[config.mk]
export PLATFORM = sky130hd
export DESIGN_NAME = os_feeder
export DESIGN_NICKNAME = d
export VERILOG_FILES = /design/src/rtl/os_pkg.sv /design/src/rtl/os_feeder_skew_line.sv /design/src/rtl/os_feeder.sv
export SDC_FILE = /design/constraint.sdc
export NUM_CORES = 1
export LEC_CHECK = 0
export ABC_AREA = 1
export BUFFER_PORTS_ARGS = -buffer_cell sky130_fd_sc_hd__buf_2
export CORE_ASPECT_RATIO = 2
export CORE_MARGIN = 4
export CORE_UTILIZATION = 40
export DETAILED_ROUTE_END_ITERATION = 7
export PLACE_DENSITY = 0.59
export SLEW_MARGIN = 20
export SYNTH_ARGS = -nofsm -noshare
export SYNTH_HDL_FRONTEND = slang
export SYNTH_HIERARCHICAL = 1
export SYNTH_SLANG_ARGS = --single-unit
[constraint.sdc]
create_clock -name clk -period 3.2 [get_ports clk]
set_clock_uncertainty 0.15 [all_clocks]
set_input_delay 0.64 -clock clk [delete_from_list [all_inputs] [get_ports clk]]
set_output_delay 0.64 -clock clk [all_outputs]
set_load 0.02 [all_outputs]
[src/rtl/os_pkg.sv]
// Shared definitions for the output-stationary datapath: the feeder FSM
// states and the default geometry shared with the input FIFO and PE array.
package os_pkg;

   typedef enum logic [1:0] {
      IDLE  = 2'd0,
      FETCH = 2'd1,
      DRAIN = 2'd2
   } feeder_state_t;

   localparam int OS_BW  = 4;
   localparam int OS_COL = 8;

endpackage

[src/rtl/os_feeder_skew_line.sv]
// One column of the diagonal skew: `delay` shift stages followed by an
// output register, so an element entering here leaves delay+1 cycles later.
module skew_line #(
   parameter int bw    = 4,
   parameter int delay = 0
) (
   input  logic          clk,
   input  logic          reset_n,
   input  logic          i_valid,
   input  logic [bw-1:0] i_data,
   output logic          o_valid,
   output logic [bw-1:0] o_data
);

   logic          w_tailValid;
   logic [bw-1:0] w_tailData;
   logic          r_outValid;
   logic [bw-1:0] r_outData;

   generate
      if (delay == 0) begin : g_direct
         assign w_tailValid = i_valid;
         assign w_tailData  = i_data;
      end else begin : g_shift
         logic [delay-1:0] r_stageValid;
         logic [bw-1:0]    r_stageData [delay];

         // Move every element one stage per cycle; bubbles travel with the data.
         always_ff @(posedge clk or negedge reset_n) begin
            if (!reset_n) begin
               r_stageValid <= '0;
               for (int i = 0; i < delay; i++) begin
                  r_stageData[i] <= '0;
               end
            end else begin
               r_stageValid[0] <= i_valid;
               r_stageData[0]  <= i_valid ? i_data : '0;
               for (int i = 1; i < delay; i++) begin
                  r_stageValid[i] <= r_stageValid[i-1];
                  r_stageData[i]  <= r_stageData[i-1];
               end
            end
         end

         assign w_tailValid = r_stageValid[delay-1];
         assign w_tailData  = r_stageData[delay-1];
      end
   endgenerate

   // Output register; an invalid slice is driven as zero toward the array.
   always_ff @(posedge clk or negedge reset_n) begin
      if (!reset_n) begin
         r_outValid <= 1'b0;
         r_outData  <= '0;
      end else begin
         r_outValid <= w_tailValid;
         r_outData  <= w_tailValid ? w_tailData : '0;
      end
   end

   assign o_valid = r_outValid;
   assign o_data  = r_outData;

endmodule

[src/rtl/os_feeder.sv]
// Output-stationary input feeder: pulls one tile of k_len vectors from the
// input FIFO and re-emits them diagonally skewed onto the array's west edge.
module os_feeder
   import os_pkg::*;
#(
   parameter int bw    = OS_BW,
   parameter int col   = OS_COL,
   parameter int len_w = 8
) (
   input  logic              clk,
   input  logic              reset_n,
   input  logic              start,
   input  logic [len_w-1:0]  k_len,
   output logic              busy,
   output logic              done,
   output logic              fifo_rd,
   input  logic [bw*col-1:0] fifo_data,
   input  logic              fifo_valid,
   output logic [bw*col-1:0] arr_data,
   output logic [col-1:0]    arr_valid
);

   localparam int             DCW        = $clog2(col + 1);
   localparam logic [DCW-1:0] LAST_DRAIN = DCW'(col - 1);

   feeder_state_t    r_state;
   feeder_state_t    w_nextState;
   logic [len_w-1:0] r_rcvCnt;
   logic [len_w-1:0] r_kLen;
   logic [DCW-1:0]   r_drainCnt;
   logic [len_w:0]   w_rcvPlus;
   logic             w_capture;
   logic             w_lastDrain;

   assign w_capture   = fifo_valid && (r_state == FETCH);
   assign w_rcvPlus   = {1'b0, r_rcvCnt} + {{len_w{1'b0}}, fifo_valid};
   assign w_lastDrain = (r_drainCnt == LAST_DRAIN);

   // State register.
   always_ff @(posedge clk or negedge reset_n) begin
      if (!reset_n) begin
         r_state <= IDLE;
      end else begin
         r_state <= w_nextState;
      end
   end

   // Next state plus status outputs; the read strobe counts the vector arriving this cycle so no read is ever issued past k_len.
   always_comb begin
      w_nextState = r_state;
      busy        = 1'b0;
      done        = 1'b0;
      fifo_rd     = 1'b0;
      case (r_state)
         IDLE: begin
            if (start) begin
               if (k_len != '0) begin
                  w_nextState = FETCH;
               end else begin
                  w_nextState = DRAIN;
               end
            end
         end
         FETCH: begin
            busy    = 1'b1;
            fifo_rd = (w_rcvPlus < {1'b0, r_kLen});
            if (w_capture && (w_rcvPlus == {1'b0, r_kLen})) begin
               w_nextState = DRAIN;
            end
         end
         DRAIN: begin
            busy = 1'b1;
            if (w_lastDrain) begin
               done        = 1'b1;
               w_nextState = IDLE;
            end
         end
         default: w_nextState = IDLE;
      endcase
   end

   // Tile bookkeeping: latch the length at launch, count vectors captured during FETCH.
   always_ff @(posedge clk or negedge reset_n) begin
      if (!reset_n) begin
         r_rcvCnt <= '0;
         r_kLen   <= '0;
      end else if ((r_state == IDLE) && start) begin
         r_rcvCnt <= '0;
         r_kLen   <= k_len;
      end else if (w_capture) begin
         r_rcvCnt <= r_rcvCnt + 1'b1;
      end
   end

   // Drain counter spans the col cycles needed for the last vector to reach the far column.
   always_ff @(posedge clk or negedge reset_n) begin
      if (!reset_n) begin
         r_drainCnt <= '0;
      end else if (r_state == DRAIN) begin
         r_drainCnt <= r_drainCnt + 1'b1;
      end else begin
         r_drainCnt <= '0;
      end
   end

   generate
      for (genvar c = 0; c < col; c++) begin : g_col
         skew_line #(
            .bw    (bw),
            .delay (c)
         ) u_skew (
            .clk     (clk),
            .reset_n (reset_n),
            .i_valid (w_capture),
            .i_data  (fifo_data[bw*c +: bw]),
            .o_valid (arr_valid[c]),
            .o_data  (arr_data[bw*c +: bw])
         );
      end
   endgenerate

endmodule

==> flow_summary.toml <==
[global_routing]
grt_max_degree = 77
grt_pass1_wl_mm = 18.00
grt-ovfl-total = 0
antenna_found_initial = 0
track_usage_pct = 12.01
grt_pass1_vias = 3955

[floorplan]
die_area_um2 = 18310
initial_core_util_pct = 40.81
die_x_um = 97.71
coreArea_um2 = 15780
row_count = 65
ioPinCount = 87
die_h_um = 187.4

[detailed_routing]
viasPerCell = 4.295
antenna_left = 0
wl_per_cell_um = 12.41
route.detailed.drc = 0
routed_wl_mm = 10.24
top_layer_used = "met4"
dr.pass1.iters = 4
wirelength_met1_mm = 3.579
met3WireLength_um = 513
drtIter0Drc = 132
vias = 3543
met2_length_mm = 5.737

[setup_path]
reg2reg_depth = 13
critPathArrivalTime_ps = 2500
setup.worst_path.class = "reg2out"
required_ps = 2410
rr_endpoint = "r_state[0]$_DFFE_PN0P_"
start_kind = "flop"
timing.rr.start = "r_rcvCnt[0]$_DFFE_PN0P_"
worstPathMaxFanout = 4
cp-endpoint = "fifo_rd"
end_kind = "output port"
critPathLaunch = "r_rcvCnt[0]$_DFFE_PN0P_"
r2r_setup_slack_ps = 750

[yosys]
synth_async_sr_flop_share_pct = 100.0
yosysUniqueCellTypes = 24
synth.ff_latch_count = 202
synth_top_family_by_area = "simple AND/OR/NAND/NOR gates"
synth_area_um2 = 6439
netlist.top_cell.by_area = "dfrtp_1"
syn_nets = 555
synth-adder-area-share_pct = 2.915
ys_warn_count = 6
synth.avg_cell_area_um2 = 12.98
synth_area_leaders = "dfrtp_1 79%, nand2_1 5.9%, inv_1 5.7%"
muxShareOfSynthArea_pct = 0
synth_xor_area_share_pct = 0.6801
yosys.area_share.simple_pct = 9.988
synth_compound_area_share_pct = 2.002
synth.most_common_cell = "dfrtp_1"
synthCells = 496
synth_top_area_share_pct = 78.51
synth-edff-count = 0
dominantRegCellSynth = "dfrtp_1"
ys_top_cells_by_count = "202 x dfrtp_1, 101 x nand2_1, 97 x inv_1, 21 x nor2_1, 15 x ha_1"
seq_area_frac_synth_pct = 78.51

[run_status]
status = "finished with violations"
violations = "setup timing"

[cts]
clkLatencyLatePin_ps = 470
cts_tree = "done"
clk_pin_slew_worst_paths_ps = 60
cts_max_path_buffers = 3
root_buffer = "clkbuf_16"
cts_inserted_buffers = 18
htree_num_levels = 1
clkSinkCount = 202

[power_and_ir_drop]
p_total_mw = 5.995
p_int_mw = 4.379
p_sw_mw = 1.616
p_leak_nw = 4.729
p_seq_share_pct = 52.4
swShare_pct = 26.96
ir_drop_mv = 0.3990
power.density_nw_per_um2 = 762.5
clkPwrFrac_pct = 33.2
combPwrFrac_pct = 14.4

[sta]
slew_headroom_pct = 58.02
finalSetupTns_ps = -87.53
fmax_mhz = 304.2
finalCriticalPeriod_ps = 3288
setup_viol = 1
finalMaxSlewViolations = 0
hold_viol_final = 0
finalCritPeriodShare_pct = 102.7
fin_ws_ps = -87.53
rsz0062_at_grt = "yes"
tightest_slew_ps = 628.2

[finish]
final_area_um2 = 7863
area_growth_pct = 22.11
drive_gt1_share_pct = 23.72
final_cells = 825
nets = 671
diodes = 0

[job]
max-cap-violations = 0

[place]
hpwl_mm = 7.157
io_buffers = 86
placed_area_um2 = 7201
pre_cts_ws_ps = -88.03
gp_congestion = 0.8770
place_inst = 790

[hold_path]
hold_class = "in2async"
[power by group through the flow]
| stage | registers, mW | logic, mW | clock network [mW] |
|---|---|---|---|
| 2_1_floorplan | 3.20 | 0.449 | 0 |
| 3_3_place_gp | 3.16 | 0.820 | 0 |
| 3_5_place_dp | 3.19 | 0.841 | 0 |
| 4_1_cts | 3.14 | 0.874 | 2.08 |
| 5_1_grt | 3.19 | 0.995 | 2.19 |
| 6_report | 3.14 | 0.864 | 1.99 |
[stage by stage]
step,util [%],hold WS [ps]
2_1_floorplan,-,181.2
3_3_place_gp,45.64,181.3
3_5_place_dp,45.64,184.7
4_1_cts,49.62,38.23
5_1_grt,49.83,37.65
6_report,49.83,14.17
[worst max-delay path, cell delays in order, from the launching register on]
cell	delay, ps
dfrtp_1	420
ha_4	190
ha_4	160
nand2_4	60
nor2_4	50
a21oi_2	140
a21oi_2	40
ha_1	300
a21o_1	160
nand3_1	60
nand2_1	50
nor2_1	100
nand2_1	70
nor2_2	100
buf_6	120
[cells in the final DEF (no fill, tap or decap), types with 2 or more instances in the layout]
cell type	instances
clkinvlp_4	4
buf_4	11
ha_4	2
o21ai_0	11
nor2_4	2
clkbuf_16	18
ha_1	13
xor2_1	4
nor3_1	4
nand2_1	99
nand2_4	3
a21oi_2	3
inv_2	2
nand4_1	3
a21oi_1	8
buf_2	84
inv_1	97
clkbuf_8	3
nand3_1	11
nor2_1	20
dfrtp_1	201
clkinv_2	4
[area by class of cell]
type                            instances  area (um2)
Sequential cell                       202        5056
Timing Repair Buffer                   98       548.0
Clock inverter                         11       83.83
Clock buffer                           21       481.7
Tap cell                              201       251.5
Fill cell                            1451        7915
Multi-Input combinational cell        193        1070
Inverter                               99       371.6
[layer usage]
| layer | vias up | GRT usage, % |
|---|---|---|
| met5 | - | 0 |
| met4 | 0 | 5.867 |
| met3 | 29 | 2.053 |
| met2 | 86 | 22.77 |
| met1 | 1727 | 12.49 |
| li1 | 1701 | - |
[state kept, by name, summed over array words and instances (netlist names)]
register	flops
g_col.u_skew/g_shift.r_stageData	88
g_col.u_skew/o_data	32
g_col.u_skew/g_shift.r_stageValid	28
g_col.u_skew/w_tailData	24
g_col.u_skew/o_valid	8
r_kLen	8
r_rcvCnt	8
r_drainCnt	4
r_state	2
[timing repair]
action,in CTS,in global routing
buffers inserted,3,0
gates resized for setup,10,7
hold buffers,0,0
pin swaps,12,10
endpoints found under the setup margin,1,1
[kinds of logic after synthesis]
kind of cell | Yosys count
AND/OR/NAND/NOR | 148
adder cells (fa/ha/maj) | 15
AO/OA/AOI/OAI | 25
buffers and inverters | 101
flip-flops | 202
XOR/XNOR | 5
[how the worst min path moves through the flow]
| stage | cells after the start | endpoint | startpoint |
|---|---|---|---|
| 2_1_floorplan | 0 | g_col[2].u_skew/g_shift.r_stageValid[1]$_DFF_PN0_ | g_col[2].u_skew/g_shift.r_stageValid[0]$_DFF_PN0_ |
| 3_3_place_gp | 0 | g_col[7].u_skew/g_shift.r_stageData[19]$_DFF_PN0_ | g_col[7].u_skew/g_shift.r_stageData[23]$_DFF_PN0_ |
| 3_5_place_dp | 0 | g_col[2].u_skew/w_tailData[0]$_DFF_PN0_ | g_col[2].u_skew/g_shift.r_stageData[4]$_DFF_PN0_ |
| 4_1_cts | 1 | g_col[6].u_skew/g_shift.r_stageData[11]$_DFF_PN0_ | reset_n |
| 5_1_grt | 1 | g_col[7].u_skew/o_data[0]$_DFF_PN0_ | reset_n |
| 6_report | 1 | g_col[7].u_skew/o_data[1]$_DFF_PN0_ | reset_n |
(Power assumes the default switching activity.)
